### src/rtl/exc_defs.sv
// Exception code constants and sequencer defaults shared by the exception control files.
package exc_defs;

  localparam int          CODE_W     = 5;
  localparam logic [4:0]  EXC_NONE   = 5'd0;
  localparam logic [4:0]  EXC_INT    = 5'd0;
  localparam logic [4:0]  EXC_ADEL   = 5'd4;
  localparam logic [4:0]  EXC_ADES   = 5'd5;
  localparam logic [4:0]  EXC_SYS    = 5'd8;
  localparam logic [4:0]  EXC_RI     = 5'd10;
  localparam logic [4:0]  EXC_OV     = 5'd12;
  localparam logic [31:0] HANDLER_PC = 32'h0000_4180;
  localparam logic [4:0]  EPC_IDX    = 5'd14;

endpackage

### src/rtl/m_exc_stage.sv
// One pipeline slot of exception code + BD flag; an already-carried code shadows the stage's own code.
// Flush/reset clear, hold freezes the slot, bubble loads an empty slot.
module m_exc_stage
  import exc_defs::*;
#(
  parameter int CODE_W = exc_defs::CODE_W
) (
  input  logic              clk,
  input  logic              reset,
  input  logic              flush,
  input  logic              hold,
  input  logic              bubble,
  input  logic [CODE_W-1:0] nxt_code,
  input  logic              nxt_bd,
  input  logic [CODE_W-1:0] stage_exc,
  output logic [CODE_W-1:0] merged,
  output logic              bd
);

  logic [CODE_W-1:0] code;

  always_ff @(posedge clk) begin
    if (reset || flush) begin
      code <= '0;
      bd   <= 1'b0;
    end else if (!hold) begin
      if (bubble) begin
        code <= '0;
        bd   <= 1'b0;
      end else begin
        code <= nxt_code;
        bd   <= nxt_bd;
      end
    end
  end

  // the earliest-raised exception for this instruction wins
  assign merged = (code != '0) ? code : stage_exc;

endmodule

### src/rtl/m_exc_ctrl.sv
// Exception/interrupt sequencer: carries precise exception codes to M, flushes and redirects on
// cp0 requests, and sequences eret (EPC hazard stall, redirect to EPC, exlClear pulse at M).
module m_exc_ctrl
  import exc_defs::*;
#(
  parameter logic [31:0] HANDLER_PC = exc_defs::HANDLER_PC,
  parameter int          CODE_W     = exc_defs::CODE_W
) (
  input  logic              clk,
  input  logic              reset,
  input  logic              stall,
  input  logic [CODE_W-1:0] fExc,
  input  logic              fBD,
  input  logic [CODE_W-1:0] dExc,
  input  logic              dEret,
  input  logic [CODE_W-1:0] eExc,
  input  logic              eMtc0Epc,
  input  logic [CODE_W-1:0] mExc,
  input  logic              mMtc0Epc,
  input  logic              cp0Req,
  input  logic [31:0]       epcIn,
  output logic [CODE_W-1:0] excCodeM,
  output logic              bdM,
  output logic              exlClear,
  output logic              flush,
  output logic              redirect,
  output logic [31:0]       redirectPc,
  output logic              stallEret
);

  logic [CODE_W-1:0] d_code;
  logic [CODE_W-1:0] e_code;
  logic              d_bd;
  logic              e_bd;
  logic              hold_d;
  logic              eret_go;
  logic              eret_e;
  logic              eret_m;

  // eret must not read EPC while an mtc0 to EPC is still in flight
  assign stallEret = dEret & (eMtc0Epc | mMtc0Epc);
  assign hold_d    = stall | stallEret;
  assign eret_go   = dEret & ~stallEret;
  assign flush     = cp0Req;

  m_exc_stage #(.CODE_W(CODE_W)) u_stage_d (
    .clk       (clk),
    .reset     (reset),
    .flush     (cp0Req),
    .hold      (hold_d),
    .bubble    (1'b0),
    .nxt_code  (fExc),
    .nxt_bd    (fBD),
    .stage_exc (dExc),
    .merged    (d_code),
    .bd        (d_bd)
  );

  m_exc_stage #(.CODE_W(CODE_W)) u_stage_e (
    .clk       (clk),
    .reset     (reset),
    .flush     (cp0Req),
    .hold      (1'b0),
    .bubble    (hold_d),
    .nxt_code  (d_code),
    .nxt_bd    (d_bd),
    .stage_exc (eExc),
    .merged    (e_code),
    .bd        (e_bd)
  );

  m_exc_stage #(.CODE_W(CODE_W)) u_stage_m (
    .clk       (clk),
    .reset     (reset),
    .flush     (cp0Req),
    .hold      (1'b0),
    .bubble    (1'b0),
    .nxt_code  (e_code),
    .nxt_bd    (e_bd),
    .stage_exc (mExc),
    .merged    (excCodeM),
    .bd        (bdM)
  );

  always_ff @(posedge clk) begin
    if (reset || cp0Req) begin
      eret_e <= 1'b0;
      eret_m <= 1'b0;
    end else begin
      eret_e <= hold_d ? 1'b0 : eret_go;
      eret_m <= eret_e;
    end
  end

  assign exlClear = eret_m & ~cp0Req;

  always_comb begin
    redirect   = 1'b0;
    redirectPc = '0;
    if (cp0Req) begin
      redirect   = 1'b1;
      redirectPc = HANDLER_PC;
    end else if (eret_go) begin
      redirect   = 1'b1;
      redirectPc = epcIn;
    end
  end

endmodule

### config.mk
export PLATFORM = sky130hd
export DESIGN_NAME = m_exc_ctrl
export DESIGN_NICKNAME = d
export VERILOG_FILES = /design/src/rtl/exc_defs.sv /design/src/rtl/m_exc_stage.sv /design/src/rtl/m_exc_ctrl.sv
export SDC_FILE = /design/constraint.sdc
export NUM_CORES = 1
export LEC_CHECK = 0
export CAP_MARGIN = 20
export CORE_MARGIN = 2
export CORE_UTILIZATION = 29
export DETAILED_ROUTE_END_ITERATION = 8
export PLACE_DENSITY_LB_ADDON = 0.1
export SLEW_MARGIN = 10
export SYNTH_ARGS = -nofsm -noshare
export SYNTH_HDL_FRONTEND = slang
export SYNTH_SLANG_ARGS = --single-unit
### constraint.sdc
create_clock -name clk -period 2.19 [get_ports clk]
set_clock_uncertainty 0.15 [all_clocks]
set_input_delay 0.438 -clock clk [delete_from_list [all_inputs] [get_ports clk]]
set_output_delay 0.438 -clock clk [all_outputs]
set_load 0.05 [all_outputs]
==> flow_summary.yaml <==
worst_setup_path:
  required_ns: 1.60
  critPathKind: "reg2out"
  endpoint_kind: "output port"
  startpoint_type: "flop"
  critPathMaxFanout: 5
  arrival_ns: 1.65
layout:
  area_delta_synth_final_pct: 161
  nets: 296
  finalNonFillerCells: 282
  fin_area_sq_um: 2720
  drive_gt1_share_pct: 43.0
power_and_ir_drop:
  total_power_mw: 1.05
  power.switching_mw: 0.324
  seq_power_share_pct: 36.3
  p_int_mw: 0.730
  power_frac_comb_pct: 43.3
  p_clk_share_pct: 20.4
  pwr_density_cell_nw_per_um2: 387
  sw_frac_of_total_pct: 30.7
  p_leak_nw: 1.14
  ir_worst_vdd_v: 0.000342
timing:
  timing.final.ws_setup_ns: -0.0487
  relSlewSlack_pct: 65.4
  rsz0062_at_grt: "true"
  min_period_ns: 2.24
  setup_viol: 5
  maxSlewViolCount: 0
  worst_slew_pin_slew_ns: 0.517
  hold-worst-slack_ns: 0.299
  finalCritPeriodShare_pct: 102
  finalHoldViolCount: 0
  max_clock_freq_mhz: 447
global_routing:
  overflow: 0
  antenna_found_initial: 1
  grt_max_degree: 15
  grt_pass1_wl_microns: 7220
  grt_pass1_vias: 1384
  grt_util_all_layers_pct: 23.0
clock_network:
  htreeDepth: 1
  clock-sinks: 20
  cts_tree: "built"
  numCtsBuffers: 3
  clk_latency_ns: 0.31
  path_clk_slew_ns: 0.11
  clockBufferDepth: 2
  holdBufCountCts: 0
  clockRootBuffer: "clkbuf_4"
run:
  cap_violations: 0
detailed_routing:
  wirelength_microns: 4700
  drt_pass1_iterations: 4
  wl_per_cell_microns: 16.7
  vias: 1355
  drt-initial-drc-count: 44
  avgViaCountPerCell: 4.80
  drc_errors: 0
  postRouteAntennaNets: 0
yosys:
  syn-num-nets: 184
  yosys_warnings: 0
  avgSynthCellArea_sq_um: 8.42
  syn_inst: 124
  ys_types: 27
  ys_seq_area_share_pct: 38.4
  synth_seq_cells: 20
  synth_area_sq_um: 1040
placement:
  io_buffers: 101
  dp.cells: 271
  placed_cell_area_sq_um: 2530
  dpl.hpwl_microns: 3540
  gp_congestion: 0.728
status:
  status: "complete, but fails checks"
  failed_checks: "negative setup slack"
hold_path:
  hold_class: "reg2reg"
die:
  die_y_microns: 64.0
  die_w_microns: 64.0
  die_area_sq_um: 4090
  core_sq_um: 3390
  rows: 21
  ios: 102
  start_util_pct: 30.8
==> final timing paths <==
path	startpoint	endpoint	slack [ns]	cells after the start
setup reg to reg	u_stage_e.code[1]	u_stage_m.code[3]	0.78	3
setup / recovery	u_stage_m.code[2]	excCodeM[3]	-0.05	4
hold / removal	u_stage_d.bd	u_stage_e.bd	0.30	2
hold reg to reg	u_stage_d.bd	u_stage_e.bd	0.30	2
==> Yosys cell counts <==
master	n	area share, %
or3_4	1	1.1
or3b_1	1	0.84
inv_1	5	1.8
nor3b_1	1	0.72
a21boi_0	6	4.3
and2_1	31	19
o21ai_0	6	2.9
a22o_1	4	3.4
nor2_2	1	0.60
buf_6	2	2.2
a21o_1	4	2.9
a21o_2	1	0.84
nor4_1	3	1.8
clkbuf_2	2	0.96
nand3_1	7	3.4
nor2_1	14	5.0
nor3_1	2	0.96
nor4b_4	1	2.3
or4_1	1	0.72
nor2b_1	2	1.2
a21oi_1	3	1.4
buf_4	1	0.72
a31oi_1	2	1.2
o21a_1	1	0.72
o21ai_1	1	0.48
dfxtp_1	20	38
nand3b_1	1	0.72
==> worst max-delay path: stages, from the launching register on <==
cell	delay [ns]
dfxtp_2	0.34
or4_4	0.54
nor2_4	0.14
a21o_1	0.18
buf_12	0.14
==> timing repair <==
item,CTS,global route
pin swaps,22,8
setup endpoints to repair,38,37
setup buffers,6,1
hold endpoints to repair,0,0
cloned,2,0
gates resized for setup,57,5
==> routing by layer <==
layer	track usage (%)	up-vias	wire (microns)
li1	-	650	-
met1	23.1	636	1640
met2	46.5	62	2630
met3	6.16	7	376
met4	4.08	0	61
met5	0	-	0
==> metrics by stage <==
step	utilization, %	setup slack, ns	TNS (ns)
floorplan	-	-0.0859	-0.258
global placement	74.7	-0.326	-10.02
detailed placement	74.7	-0.374	-11.26
CTS	81.7	-0.0500	-0.863
global route	80.4	-0.0901	-0.425
finish	80.4	-0.0487	-0.174
==> cells in the final DEF (no fill, tap or decap), drive strengths merged, types with 3 or more instances in the layout <==
cell type      Yosys  layout
o21ai              7       7
nor2              15      15
nor4               3       3
buf                3      55
a21boi             6       6
a21oi              3       3
nand3              7       7
clkdlybuf4s50      0      56
a21o               5       5
a22o               4       4
dfxtp             20      20
clkbuf             2       4
and2              31      31
inv                5       5
==> kinds of logic (layout without fill, tap and decap cells) <==
family                 count (synthesis)  in the layout  synth area share [%]
other                                  0              1                     0
buffers and inverters                 10            121                  5.64
AND/OR/NAND/NOR                       66             66                  37.9
flip-flops                            20             20                  38.4
AO/OA/AOI/OAI                         28             28                  18.1
==> area by class of cell <==
class | instances | area (sq um)
Timing Repair Buffer | 112 | 1520
Fill cell | 200 | 666
Clock buffer | 4 | 36.3
Multi-Input combinational cell | 94 | 691
Sequential cell | 20 | 403
Tap cell | 46 | 57.6
Inverter | 5 | 18.8
Antenna cell | 1 | 2.50
==> flip-flops by register name (all words and copies together), names as in the netlist <==
signal and count:
eret_m 1, u_stage_m.code 5, u_stage_m.bd 1, u_stage_e.code 5, u_stage_e.bd 1, u_stage_d.code 5, u_stage_d.bd 1, eret_e 1
==> power by group through the flow <==
stage	logic (mW)	clock network [mW]	registers [mW]
CTS	0.460	0.212	0.382
global placement	0.419	0	0.389
floorplan	0.173	0	0.387
finish	0.457	0.215	0.382
global route	0.477	0.233	0.384
detailed placement	0.427	0	0.389
(Power assumes the default switching activity.)
